===== src/rtl/regfile_arb_pkg.sv =====
// Shared widths and FSM encoding for the register-file writeback arbiter.
package regfile_arb_pkg;

    localparam int REG_IDX_W      = 5;
    localparam int DATA_W         = 32;
    localparam int NUM_REGS       = 32;
    localparam int PERF_W_DEFAULT = 16;

    typedef enum logic [1:0] {
        RUN    = 2'd0,
        DRAIN  = 2'd1,
        HALTED = 2'd2
    } arb_state_t;

endpackage


===== src/rtl/rr_arbiter.sv =====
// Round-robin grant: first requester at or after ptr, scanning upward modulo N_REQ.
// Latency: purely combinational.
// Backpressure: none; the caller gates the grant.
module rr_arbiter #(
    parameter int N_REQ = 3,
    parameter int PTR_W = $clog2(N_REQ)
) (
    input  logic [N_REQ-1:0] req,
    input  logic [PTR_W-1:0] ptr,
    output logic [N_REQ-1:0] gnt,
    output logic [PTR_W-1:0] gnt_idx,
    output logic             gnt_vld
);

    logic [PTR_W-1:0] idx;

    // Scan from the farthest offset down so the nearest valid requester wins last.
    always_comb begin
        gnt     = '0;
        gnt_idx = '0;
        gnt_vld = 1'b0;
        idx     = '0;
        for (int off = N_REQ - 1; off >= 0; off--) begin
            idx = PTR_W'((int'(ptr) + off) % N_REQ);
            if (req[idx]) begin
                gnt      = '0;
                gnt[idx] = 1'b1;
                gnt_idx  = idx;
                gnt_vld  = 1'b1;
            end
        end
    end

endmodule


===== src/rtl/regfile_wb_arbiter.sv =====
// Round-robin share of the register-file write port among N_REQ writeback sources; halt drain sequencing.
// Latency: 1 cycle from accepted request to RegWrite; index-0 writes are accepted and dropped.
// Backpressure: one-hot req_ready in RUN only; REGARB_PERF_EN adds saturating per-requester wait counters.
module regfile_wb_arbiter
    import regfile_arb_pkg::*;
#(
    parameter int N_REQ  = 3,
    parameter int PTR_W  = $clog2(N_REQ),
    parameter int PERF_W = PERF_W_DEFAULT
) (
    input  logic                      clock,
    input  logic                      reset,
    input  logic [N_REQ-1:0]          req_valid,
    input  logic [N_REQ*REG_IDX_W-1:0] req_reg,
    input  logic [N_REQ*DATA_W-1:0]   req_data,
    output logic [N_REQ-1:0]          req_ready,
    output logic                      RegWrite,
    output logic [REG_IDX_W-1:0]      WriteReg,
    output logic [DATA_W-1:0]         WriteData,
    output logic [NUM_REGS-1:0]       pending_mask,
    input  logic                      halt_req,
    output logic                      halted
`ifdef REGARB_PERF_EN
    ,
    output logic [N_REQ*PERF_W-1:0]   perf_wait
`endif
);

    arb_state_t       state, state_nxt;
    logic [PTR_W-1:0] rr_ptr;
    logic [N_REQ-1:0] gnt;
    logic [PTR_W-1:0] gnt_idx;
    logic             gnt_vld;
    logic             arb_en;
    logic             xfer;
    logic [REG_IDX_W-1:0] sel_reg;
    logic [DATA_W-1:0]    sel_dat;

    rr_arbiter #(.N_REQ(N_REQ), .PTR_W(PTR_W)) u_rr (
        .req     (req_valid),
        .ptr     (rr_ptr),
        .gnt     (gnt),
        .gnt_idx (gnt_idx),
        .gnt_vld (gnt_vld)
    );

    // reset gates ready directly so no accept is visible while reset is held.
    assign arb_en    = reset && (state == RUN) && !halt_req;
    assign req_ready = arb_en ? gnt : '0;
    assign xfer      = arb_en && gnt_vld;

    always_comb begin
        sel_reg = '0;
        sel_dat = '0;
        for (int i = 0; i < N_REQ; i++) begin
            if (gnt[i]) begin
                sel_reg = req_reg[i*REG_IDX_W +: REG_IDX_W];
                sel_dat = req_data[i*DATA_W +: DATA_W];
            end
        end
    end

    always_ff @(posedge clock or negedge reset) begin
        if (!reset) begin
            state     <= RUN;
            rr_ptr    <= '0;
            RegWrite  <= 1'b0;
            WriteReg  <= '0;
            WriteData <= '0;
        end else begin
            state    <= state_nxt;
            RegWrite <= xfer && (sel_reg != '0);
            if (xfer) begin
                rr_ptr <= (gnt_idx == PTR_W'(N_REQ - 1)) ? '0 : gnt_idx + 1'b1;
            end
            if (xfer && (sel_reg != '0)) begin
                WriteReg  <= sel_reg;
                WriteData <= sel_dat;
            end
        end
    end

    always_comb begin
        state_nxt = state;
        case (state)
            RUN:     if (halt_req) state_nxt = DRAIN;
            DRAIN:   if (!RegWrite) state_nxt = HALTED;
            HALTED:  if (!halt_req) state_nxt = RUN;
            default: state_nxt = RUN;
        endcase
    end

    // The stage always empties one cycle after the last grant, so halted can rise in DRAIN.
    assign halted       = (state == HALTED) || ((state == DRAIN) && !RegWrite);
    assign pending_mask = RegWrite ? (NUM_REGS'(1) << WriteReg) : '0;

`ifdef REGARB_PERF_EN
    logic [N_REQ-1:0][PERF_W-1:0] wait_cnt;

    always_ff @(posedge clock or negedge reset) begin
        if (!reset) begin
            wait_cnt <= '0;
        end else begin
            for (int i = 0; i < N_REQ; i++) begin
                if (req_valid[i] && !req_ready[i] && (wait_cnt[i] != '1)) begin
                    wait_cnt[i] <= wait_cnt[i] + 1'b1;
                end
            end
        end
    end

    assign perf_wait = wait_cnt;
`endif

endmodule


===== config.mk =====
export PLATFORM = sky130hd
export DESIGN_NAME = regfile_wb_arbiter
export DESIGN_NICKNAME = d
export VERILOG_FILES = /design/src/rtl/regfile_arb_pkg.sv /design/src/rtl/rr_arbiter.sv /design/src/rtl/regfile_wb_arbiter.sv
export SDC_FILE = /design/constraint.sdc
export NUM_CORES = 1
export LEC_CHECK = 0
export BUFFER_PORTS_ARGS = -buffer_cell sky130_fd_sc_hd__buf_2
export CAP_MARGIN = 25
export CORE_MARGIN = 3
export CORE_UTILIZATION = 39
export CTS_CLUSTER_SIZE = 14
export DETAILED_ROUTE_END_ITERATION = 12
export GPL_TIMING_DRIVEN = 0
export PLACE_DENSITY_LB_ADDON = 0.05
export SLEW_MARGIN = 20
export SYNTH_ARGS = -nofsm -noshare
export SYNTH_HDL_FRONTEND = slang
export SYNTH_HIERARCHICAL = 1
export SYNTH_SLANG_ARGS = --single-unit

===== constraint.sdc =====
create_clock -name clock -period 2.8 [get_ports clock]
set_clock_uncertainty 0.05 [all_clocks]
set_input_delay 0.14 -clock clock [delete_from_list [all_inputs] [get_ports clock]]
set_output_delay 0.14 -clock clock [all_outputs]
set_load 0.005 [all_outputs]

==> impl_summary.log <==
INFO  metric run_status = finished, violations left
INFO  metric setup_ws = -0.298 ns
INFO  metric fin_area = 0.00465 mm2
INFO  metric critPathMostFrequentCell = sky130_fd_sc_hd__buf_6
INFO  metric criticalPathCategory = reg -> reg
INFO  metric die_y = 93.4 um
INFO  metric yosys_register_bits = 42
INFO  metric power.share.sequential = 19.7%
INFO  metric path_buf_inv = 3
INFO  metric fp.coreArea = between 0.007 and 0.008 mm2
INFO  metric gpl.final_weighted_congestion = 0.808
INFO  metric clkPwrFrac = 9.2%
INFO  metric finish.net_count = 682
INFO  metric drt_iter0_markers = slightly above 100
INFO  metric tritoncts_clock_tree = done
INFO  metric mostFrequentLayoutCells = sky130_fd_sc_hd__buf_2 (190), sky130_fd_sc_hd__nand2_1 (51), sky130_fd_sc_hd__dfrtp_1 (41)
INFO  metric antenna_found_initial = 0
INFO  metric post-place-ws = -0.608 ns
INFO  metric tns = -9.39 ns
INFO  metric hold_start = halt_req
INFO  metric relSlewSlack = 67.3%
INFO  metric hold_class = in -> reg
INFO  metric maxSlewViolCount = 0
INFO  metric multiInputGateArea = approximately 0.002 mm2
INFO  metric antenna-diode-count = 0
INFO  metric die-area = approximately 0.0087 mm2
INFO  metric grt-ovfl-total = 0
INFO  metric synth_fp_nets = roughly 470
INFO  metric cell_with_the_largest_stage_delay_on_the_worst_path = sky130_fd_sc_hd__dfrtp_1
INFO  metric crit_arrival = roughly 3.2 ns
INFO  metric static-leakage-power = 2.32 nW
INFO  metric synth_warnings = 6
INFO  metric area.sequential = 0.00105 mm2
INFO  metric drt_wl_total = 10200 um
INFO  metric io-pin-count = 191
INFO  metric site_row_count = 31
INFO  metric critPathLaunchType = flip-flop
INFO  metric syn_area_per_cell = 8.65 um2
INFO  metric areaGrowthSynthToFinish = 56.3%
INFO  metric synth_async_sr_flop_share = 100%
INFO  metric final_layout_size_suffix_gt1_share = 50.9%
INFO  metric detailedPlacementHpwl = 7650 um
INFO  metric cp_cell_sequence = inv_2 > ha_4 > mux2i_4 > o22ai_4 > a32o_1 > a31o_1 > buf_6 > nand3b_1 > a2bb2oi_4 > nor4_4 > a21oi_4 > buf_6 > mux2_4
INFO  metric pin_count_of_the_biggest_net_entering_global_routing = 43
INFO  metric tightest_pin_transition = 0.490 ns
INFO  metric final_period_minus_worst_setup_slack = 3.10 ns
INFO  metric detail_route.vias_per_cell = 5.13
INFO  metric critical_path.endpoint_type = flip-flop
INFO  metric netlist_top_cells_area = sky130_fd_sc_hd__dfrtp_1 (35%), sky130_fd_sc_hd__mux2_1 (12%), sky130_fd_sc_hd__a22oi_1 (7.6%)
INFO  metric layout.filler_cells = 673
INFO  metric critical_path.max_stage_delay = 0.41 ns
INFO  metric crit_path_launch = rr_ptr[0]$_DFFE_PN0P_
INFO  metric port-buffer-count = 190
INFO  metric report.final.hold_viol_count = 0
INFO  metric failing_checks = setup timing
INFO  metric cts_root_buffer = sky130_fd_sc_hd__clkbuf_8
INFO  metric syn-instance-count = approximately 340
INFO  metric cts-buffers-inserted = 5
INFO  metric most_common_cell_after_layout_fill_and_taps_aside = sky130_fd_sc_hd__buf_2
INFO  metric p_switching = roughly 2.2 mW
INFO  metric yosys_most_used_dff = sky130_fd_sc_hd__dfrtp_1
INFO  metric total_power = between 5 and 6 mW
INFO  metric detailroute.via_count = 3392
INFO  metric floorplan_die_width = 93.4 um
INFO  metric critical_path_peak_fanout = 7
INFO  metric htree_num_levels = 2
INFO  metric r2r_start = rr_ptr[0]$_DFFE_PN0P_
INFO  metric min_period_over_period = 111%
INFO  metric start_util = 40.6%
INFO  metric first_pass_iters = 4
INFO  metric max-vdd-ir-drop = 0.696 mV
INFO  metric grt_setup_unrepaired = yes
INFO  metric global_route_wire_length_before_repair = roughly 16000 um
INFO  metric drc_errors = 0
INFO  metric routedWlPerCell = 15.5 um
INFO  metric synth.cell_area = 0.00298 mm2
INFO  metric switching_share = 43.6%
INFO  metric critPathRequiredTime = 2.91 ns
INFO  metric yosysSeqAreaShare = 35.3%
INFO  metric drt.antenna.violating_nets = 0
INFO  metric netlist.top_cell.by_area = sky130_fd_sc_hd__dfrtp_1
INFO  metric power.density_cell_area = 1100 mW/mm2
INFO  metric first_global_vias = 3351
INFO  metric max_freq = 323 MHz
INFO  metric synth_enable_flop_cells = 0
INFO  metric cts_buffer_depth = 2
INFO  metric power.share.combinational = 71.1%
INFO  metric ys_types = 46
INFO  metric fin_hold_ws = 0.0969 ns
INFO  metric clk_pin_slew = 0.08 ns
INFO  metric placement.cell_area = 0.00409 mm2
INFO  metric clock_sink_count = 42
INFO  metric synth_largest_type_area_fraction = 35.3%
INFO  metric drv.max_cap_violation_count = 0
INFO  metric worst_skew_pair.late_latency = 0.28 ns
INFO  metric internal-power = between 2 and 3 mW
INFO  metric setup_viol = 37
INFO  metric cpLargestDelayFamily = compound AO/OA/AOI/OAI gates
INFO  metric grt.total_usage = between 20 and 25%
## synth_stat cells (5+ instances only)
library cell               count
sky130_fd_sc_hd__buf_6         5
sky130_fd_sc_hd__nand3b_1      7
sky130_fd_sc_hd__nor2_1       34
sky130_fd_sc_hd__mux2_1       31
sky130_fd_sc_hd__inv_1         9
sky130_fd_sc_hd__nand2_1      51
sky130_fd_sc_hd__a22oi_1      30
sky130_fd_sc_hd__o21ai_0      40
sky130_fd_sc_hd__a21oi_1       8
sky130_fd_sc_hd__nor2b_1       5
sky130_fd_sc_hd__dfrtp_1      42
sky130_fd_sc_hd__clkbuf_1     17
sky130_fd_sc_hd__nor3_1        9
## path summary, 6_finish.rpt
path,end,slack (ns),cells after the start
setup / recovery,WriteData[27]$_DFFE_PN0P_,-0.30,13
min in group asynchronous,rr_ptr[0]$_DFFE_PN0P_,0.34,3
hold reg to reg,WriteData[10]$_DFFE_PN0P_,0.44,1
max in group asynchronous,WriteData[3]$_DFFE_PN0P_,2.16,3
setup reg to reg,WriteData[27]$_DFFE_PN0P_,-0.30,13
hold / removal,state[1]$_DFFE_PN0P_,0.1,3
## worst register-to-register path, delay by kind of cell, from the launching register on
kind | cells | cell delay (ns)
mux | 2 | 0.59
simple gates | 2 | 0.27
buf+inv | 3 | 0.45
flops | 1 | 0.41
compound gates | 5 | 1.06
fa+ha+maj | 1 | 0.17
## layer usage
layer	up-vias	track usage (%)	routed length (um)
met5	-	0	0
li1	1666	-	-
met4	0	4.76	121
met2	121	40.3	5220
met1	1597	26.9	4170
met3	8	4.83	721
## layout make-up
class                      instances  share of cell area, %
multi-input combinational        266                   43.4
tap                               99                   2.66
clock buffer                       7                   1.64
timing repair buffer             212                   24.7
clock inverter                     1                  0.646
buffer                            24                   3.50
sequential                        42                   22.6
inverter                          10                  0.861
## state kept, by name, summed over array words and instances, names as in the netlist
signal / flops
WriteData: 32
WriteReg: 5
rr_ptr: 2
state: 2
RegWrite: 1
## what timing repair did
action	in CTS	in global routing
gates resized for setup	38	42
endpoints found under the hold margin	42	0
endpoints found under the setup margin	39	40
hold buffers	2	0
cloned	2	0
pin swaps	3	6
setup buffers	13	5
## cell families after synthesis
kind of cell | Yosys count | synth area share [%]
compound gates | 101 | 23.0
fa+ha+maj | 4 | 1.68
buf+inv | 36 | 6.05
flops | 42 | 35.3
mux | 38 | 14.6
simple gates | 123 | 19.4
## per-stage QoR
stage / instances / utilization [%]
6_report: 661 / 63.5
5_1_grt: 661 / 63.5
4_1_cts: 658 / 61.2
3_5_place_dp: 633 / 55.7
3_3_place_gp: 633 / 55.7
2_1_floorplan: 344 / -
## power groups by stage
stage	clock network [mW]	registers, mW	logic [mW]
floorplan	0	1.01	1.93
finish	0.470	1.01	3.65
global placement	0	1.00	2.74
detailed placement	0	1.01	2.78
CTS	0.483	1.00	3.25
global route	0.507	1.05	4.00
No activity file was read; power rests on OpenSTA's default activity.
